<file path="config.mk">
export PLATFORM = sky130hd
export DESIGN_NAME = accum_bcd_converter_flat
export DESIGN_NICKNAME = d
export VERILOG_FILES = /design/src/rtl/accum_bcd_if.sv /design/src/rtl/accum_bcd_converter.sv /design/src/flat_wrapper.sv
export SDC_FILE = /design/constraint.sdc
export NUM_CORES = 1
export LEC_CHECK = 0
export ABC_AREA = 0
export BUFFER_PORTS_ARGS = -buffer_cell sky130_fd_sc_hd__buf_2
export CAP_MARGIN = 20
export CORE_MARGIN = 8
export CORE_UTILIZATION = 60
export DETAILED_ROUTE_END_ITERATION = 8
export PLACE_DENSITY_LB_ADDON = 0.15
export SLEW_MARGIN = 15
export SYNTH_ARGS = -nofsm -noshare
export SYNTH_HDL_FRONTEND = slang
export SYNTH_SLANG_ARGS = --single-unit
</file>
<file path="constraint.sdc">
create_clock -name clk -period 2.25 [get_ports clk]
set_input_delay 0.1125 -clock clk [delete_from_list [all_inputs] [get_ports clk]]
set_output_delay 0.1125 -clock clk [all_outputs]
set_load 0.05 [all_outputs]
</file>
<file path="src/rtl/accum_bcd_if.sv">
// Request/result bundle between the accumulator side and the BCD converter.
// master drives the conversion request; slave returns status and the published result.
interface accum_bcd_if #(
    parameter int N      = 8,
    parameter int DIGITS = 3
) ();
    logic                  start;
    logic [N-1:0]          value;
    logic                  signed_mode;
    logic                  ovf_in;
    logic                  busy;
    logic                  done;
    logic [4*DIGITS-1:0]   bcd;
    logic                  negative;
    logic                  error;

    modport master (
        output start, value, signed_mode, ovf_in,
        input  busy, done, bcd, negative, error
    );

    modport slave (
        input  start, value, signed_mode, ovf_in,
        output busy, done, bcd, negative, error
    );
endinterface

</file>
<file path="src/rtl/accum_bcd_converter.sv">
// Sequential double-dabble conversion of the accumulator sum to packed BCD plus sign/overflow flags.
// Latency: start sampled at edge E0, done pulses in the cycle after edge E0+N; issue interval N+2.
// Backpressure: none; start is only accepted in IDLE and dropped while busy or in DONE.
module accum_bcd_converter #(
    parameter int N      = 8,
    parameter int DIGITS = 3
) (
    input  logic          clk,
    input  logic          reset,
    accum_bcd_if.slave    bus
);
    localparam int CW = (N > 1) ? $clog2(N) : 1;
    localparam int BW = 4 * DIGITS;

    typedef enum logic [1:0] {IDLE, SHIFT, DONE} state_t;

    state_t          state, state_nxt;
    logic [CW-1:0]   cnt;
    logic [N-1:0]    operand;
    logic [BW-1:0]   scratch;
    logic [BW-1:0]   adj;
    logic [BW-1:0]   scratch_nxt;
    logic [N-1:0]    operand_nxt;
    logic            neg_r, err_r;
    logic [BW-1:0]   bcd_r;
    logic            negative_r, error_r;
    logic            busy_c, done_c, last;

    assign last = (cnt == CW'(N - 1));

    always_comb begin
        adj = scratch;
        for (int d = 0; d < DIGITS; d++) begin
            if (scratch[4*d +: 4] >= 4'd5)
                adj[4*d +: 4] = scratch[4*d +: 4] + 4'd3;
        end
        scratch_nxt = {adj[BW-2:0], operand[N-1]};
        operand_nxt = {operand[N-2:0], 1'b0};
    end

    always_ff @(posedge clk) begin
        if (reset) state <= IDLE;
        else       state <= state_nxt;
    end

    always_comb begin
        state_nxt = state;
        busy_c    = 1'b0;
        done_c    = 1'b0;
        case (state)
            IDLE:  if (bus.start) state_nxt = SHIFT;
            SHIFT: begin
                busy_c = 1'b1;
                if (last) state_nxt = DONE;
            end
            DONE: begin
                done_c    = 1'b1;
                state_nxt = IDLE;
            end
            default: state_nxt = IDLE;
        endcase
    end

    always_ff @(posedge clk) begin
        if (reset) begin
            cnt        <= '0;
            operand    <= '0;
            scratch    <= '0;
            neg_r      <= 1'b0;
            err_r      <= 1'b0;
            bcd_r      <= '0;
            negative_r <= 1'b0;
            error_r    <= 1'b0;
        end else begin
            case (state)
                IDLE: if (bus.start) begin
                    cnt     <= '0;
                    scratch <= '0;
                    err_r   <= bus.ovf_in;
                    // Magnitude of a negative two's-complement input; 2^(N-1) maps to itself.
                    if (bus.signed_mode && bus.value[N-1]) begin
                        operand <= (~bus.value) + N'(1);
                        neg_r   <= 1'b1;
                    end else begin
                        operand <= bus.value;
                        neg_r   <= 1'b0;
                    end
                end
                SHIFT: begin
                    scratch <= scratch_nxt;
                    operand <= operand_nxt;
                    cnt     <= cnt + CW'(1);
                    if (last) begin
                        bcd_r      <= scratch_nxt;
                        negative_r <= neg_r;
                        error_r    <= err_r;
                    end
                end
                default: ;
            endcase
        end
    end

    // With 10^DIGITS > 2^N the top digit never reaches 5 before a shift, so nothing is lost.
    top_digit_no_carry: assert property (@(posedge clk) disable iff (reset) !(busy_c && adj[BW-1]));

    assign bus.busy     = busy_c;
    assign bus.done     = done_c;
    assign bus.bcd      = bcd_r;
    assign bus.negative = negative_r;
    assign bus.error    = error_r;
endmodule

</file>
<file path="src/flat_wrapper.sv">
// flat-port wrapper written by rule: the top's interface ports become plain ports
module accum_bcd_converter_flat 
#(
    parameter int N      = 8,
    parameter int DIGITS = 3
)
  (clk, reset, bus_start, bus_value, bus_signed_mode, bus_ovf_in, bus_busy, bus_done, bus_bcd, bus_negative, bus_error);
  accum_bcd_if #(.N(N), .DIGITS(DIGITS)) bus_i ();
  input  logic clk;
  input  logic reset;
  input wire logic [$bits(bus_i.start)-1:0] bus_start;
  input wire logic [$bits(bus_i.value)-1:0] bus_value;
  input wire logic [$bits(bus_i.signed_mode)-1:0] bus_signed_mode;
  input wire logic [$bits(bus_i.ovf_in)-1:0] bus_ovf_in;
  output wire logic [$bits(bus_i.busy)-1:0] bus_busy;
  output wire logic [$bits(bus_i.done)-1:0] bus_done;
  output wire logic [$bits(bus_i.bcd)-1:0] bus_bcd;
  output wire logic [$bits(bus_i.negative)-1:0] bus_negative;
  output wire logic [$bits(bus_i.error)-1:0] bus_error;
  assign bus_i.start = bus_start;
  assign bus_i.value = bus_value;
  assign bus_i.signed_mode = bus_signed_mode;
  assign bus_i.ovf_in = bus_ovf_in;
  assign bus_busy = bus_i.busy;
  assign bus_done = bus_i.done;
  assign bus_bcd = bus_i.bcd;
  assign bus_negative = bus_i.negative;
  assign bus_error = bus_i.error;
  accum_bcd_converter #(.N(N), .DIGITS(DIGITS)) u_core (.clk(clk), .reset(reset), .bus(bus_i));
endmodule
</file>
==> reports/results.tsv <==
stage	metric	value	unit
critical_path	endpoint	u_core.bus.bcd[10]	
routing	drt.antenna.violating_nets	0	
floorplan	die-area	5300	sq um
sta	max_clock_freq	565	MHz
critical_path	worstSetupStartpoint	u_core.state[1]	
pwr	pwr_density_cell	567	nW/um^2
sta	final_hold_viol_count	0	
sta	postLayoutSetupSlackWorst	0.481	ns
clock_network	post_cts_resize_count	0	
critical_path	worstRegToRegCells	5	
final_layout	register_area	821	sq um
sta	fin_tns_setup	0	ns
routing	wire_per_inst	14.7	microns
placed_design	place_inst	282	
pwr	leakagePower	0.831	nW
sta	final_skew	0.00990	ns
global_routing	grt_pass1_wl	7130	microns
yosys	synth-async-reset-ratio	0	%
final_layout	area.growth.synth_to_final	11.6	%
yosys	dominantRegCellSynth	dfxtp_1	
floorplan	fp.dieW	72.8	microns
floorplan	initial_core_utilization	63.4	%
floorplan	rows	20	
yosys	synth.distinct_cells	37	
routing	dr_wl_met3	209	microns
critical_path	worst-r2r-setup-slack	0.48	ns
global_routing	grt_antenna_before_repair	0	
final_layout	stdcell_area	2160	sq um
critical_path	critical_path_class	register to register	
clock_network	htreeDepth	2	
clock_network	numCtsBuffers	5	
routing	vias_per_cell	5.79	
placed_design	preCtsSetupSlack	0.344	ns
sta	period_share	78.6	%
clock_network	cts-hold-fix-buffers	0	
pwr	internal_power	0.000918	W
pwr	power_frac_comb	10.5	%
sta	transition_time_at_the_pin_with_the_least_slew_margin	0.748	ns
global_routing	groute.usage.overall	16.7	%
status	outcome	completed	
clock_network	cts_buffer_depth	2	
global_routing	pin_count_of_the_biggest_net_entering_global_routing	37	
final_layout	antennaDiodeCount	0	
routing	via_count	1678	
routing	routed-wl-met2	2230	microns
sta	max_slew_margin	50.1	%
yosys	yosysTopAreaCell	dfxtp_1	
sta	unrepaired_setup_endpoints_after_global_routing	no	
final_layout	final_nets	267	
routing	wl_met1	1770	microns
yosys	synth_enable_flop_cells	0	
yosys	mapped_avg_cell_area	8.93	sq um
yosys	synth_top_area_share	42.4	%
clock_network	postCtsSetupRepairBufs	0	
critical_path	timing.critical_path.arrival	2.05	ns
hold_path	hold_path.class	primary input to register	
yosys	postSynthRegisterBits	41	
placed_design	place.detailed.hpwl	3150	microns
yosys	yosys_warnings	0	
yosys	synth_cells	217	
sta	timing.hold.ws	0.0264	ns
floorplan	floorplan.die.height	72.8	microns
yosys	synth_fp_nets	239	
sta	timing_max_transition_violations_final	0	
clock_network	clock_tree.root_cell	clkbuf_4	
placed_design	gp_routability_congestion	0.841	
pwr	swShare	25.1	%
global_routing	grt_overflow	0	
routing	route.top_layer_used	met4	
final_layout	final_cell_count_no_fill	290	
placed_design	port_buffer_cells	28	
routing	drt-total-wl	4260	microns
yosys	sequential_element_share_of_the_synthesized_area	42.4	%
sta	finalSetupViolCount	0	
yosys	post_synth_instance_area	1940	sq um
pwr	seq_power_share	61.4	%
pwr	clockPowerShare	28.1	%
critical_path	critical_path.max_fanout	19	
run	drv.max_cap_violation_count	0	
clock_network	clk-insertion-delay-late	0.34	ns
clock_network	tritoncts_clock_tree	built	
final_layout	layout-drive-gt1-share	19.5	%
global_routing	first_global_vias	1651	
pwr	switching_power	0.000308	W
final_layout	nFillCells	257	
clock_network	clock_sink_count	41	
routing	drc_errors_left	0	
critical_path	critical_path.reg2reg.endpoint	u_core.bus.bcd[10]	
yosys	synth.top_cells.by_area	dfxtp_1 42%, ha_1 5.8%, nand3b_1 5.0%	
routing	first_pass_iters	5	
critical_path	critPathRequiredTime	2.53	ns
final_layout	multi_input_gate_area_in_the_final_layout	1030	sq um
placed_design	detailed_place.area	2110	sq um
critical_path	setup.worst_path.start_class	register	
critical_path	crit_path_end_kind	register	
critical_path	r2r_start	u_core.state[1]	
floorplan	design.core.area	3050	sq um
floorplan	boundaryPins	29	
routing	drt_iter0_drc	103	
pwr	ir_drop	0.000357	V
sta	fin_crit	1.77	ns
clock_network	clkSlewWorstSetupHoldPaths	0.11	ns
-- cell usage after synthesis, types with 2 or more instances --
master,instances
a211oi_1,3
a21oi_1,14
a222oi_1,3
a22oi_1,8
a31oi_1,2
and2_1,3
buf_2,3
clkbuf_1,6
dfxtp_1,41
ha_1,9
inv_1,9
inv_2,2
mux2_2,3
nand2_1,9
nand2b_1,6
nand3_1,4
nand3b_1,13
nor2_1,19
nor3_1,11
nor3b_1,5
o21ai_0,13
o21ai_1,7
o22ai_1,3
xnor2_1,8
-- layout by cell type, fill, tap and decap left out, drive strengths merged, types with 9 or more instances in the layout --
master / n
nor2: 19
ha: 9
nand3b: 13
nand2: 10
dfxtp: 41
buf: 31
nor3: 11
inv: 11
a21oi: 14
o21ai: 20
-- state kept, by name (all words and copies together), names as in the netlist --
name	flops
u_core.bus.bcd	12
u_core.bus.error	1
u_core.bus.negative	1
u_core.cnt	3
u_core.err_r	1
u_core.neg_r	1
u_core.operand	8
u_core.scratch	12
u_core.state	2
-- metrics by stage --
step	utilization (%)	power, W
4_1_cts	70.7	0.00123
6_report	70.8	0.00123
3_5_place_dp	69.1	0.000898
2_1_floorplan	-	0.000855
3_3_place_gp	69.1	0.000891
5_1_grt	70.8	0.00128
-- power groups by stage --
stage                     clock (W)  combinational (W)  sequential (W)
after detailed placement          0           0.000129        0.000769
after global placement            0           0.000123        0.000768
after CTS                  0.000351           0.000129        0.000753
final                      0.000344           0.000129        0.000753
after global routing       0.000380           0.000142        0.000755
after floorplan                   0          0.0000885        0.000766
-- critical path, stage by stage, from the launching register on --
cell      delay (ns)
dfxtp_1         0.37
nand2b_2        0.26
inv_2           0.29
and2_1          0.48
nand2b_4        0.15
o21ai_1         0.15
-- routing by layer --
metal	track usage (%)	vias to the layer above
met5	0	-
met4	6.22	0
met3	3.02	5
met2	30.3	42
met1	18.6	805
li1	-	826
-- worst min-delay path by stage --
stage / start / to / slack (ns) / cells past startpoint
2_1_floorplan: bus_ovf_in / u_core.err_r / 0.26 / 2
3_3_place_gp: bus_ovf_in / u_core.err_r / 0.36 / 3
3_5_place_dp: bus_ovf_in / u_core.err_r / 0.38 / 3
4_1_cts: bus_ovf_in / u_core.err_r / 0.02 / 3
5_1_grt: bus_ovf_in / u_core.err_r / 0.03 / 3
6_report: bus_ovf_in / u_core.err_r / 0.03 / 3
-- cell type report --
class	count	area share, %
Clock buffer	8	2.26
Inverter	11	1.91
Multi-Input combinational cell	155	47.8
Sequential cell	41	38.0
Timing Repair Buffer	31	7.52
Tap cell	44	2.55
-- kinds of logic (layout without fill, tap and decap cells) --
group,Yosys count,in the layout,share of synthesized area [%]
adders and majority gates,9,9,5.81
xor gates and xnor gates,8,8,3.62
DFF,41,41,42.4
muxes,5,5,2.84
and+or+nand+nor,77,77,23.0
AOI/OAI and AO/OA,56,56,17.9
buffers and inverters,21,50,4.46
No activity file was read; power rests on OpenSTA's default activity.
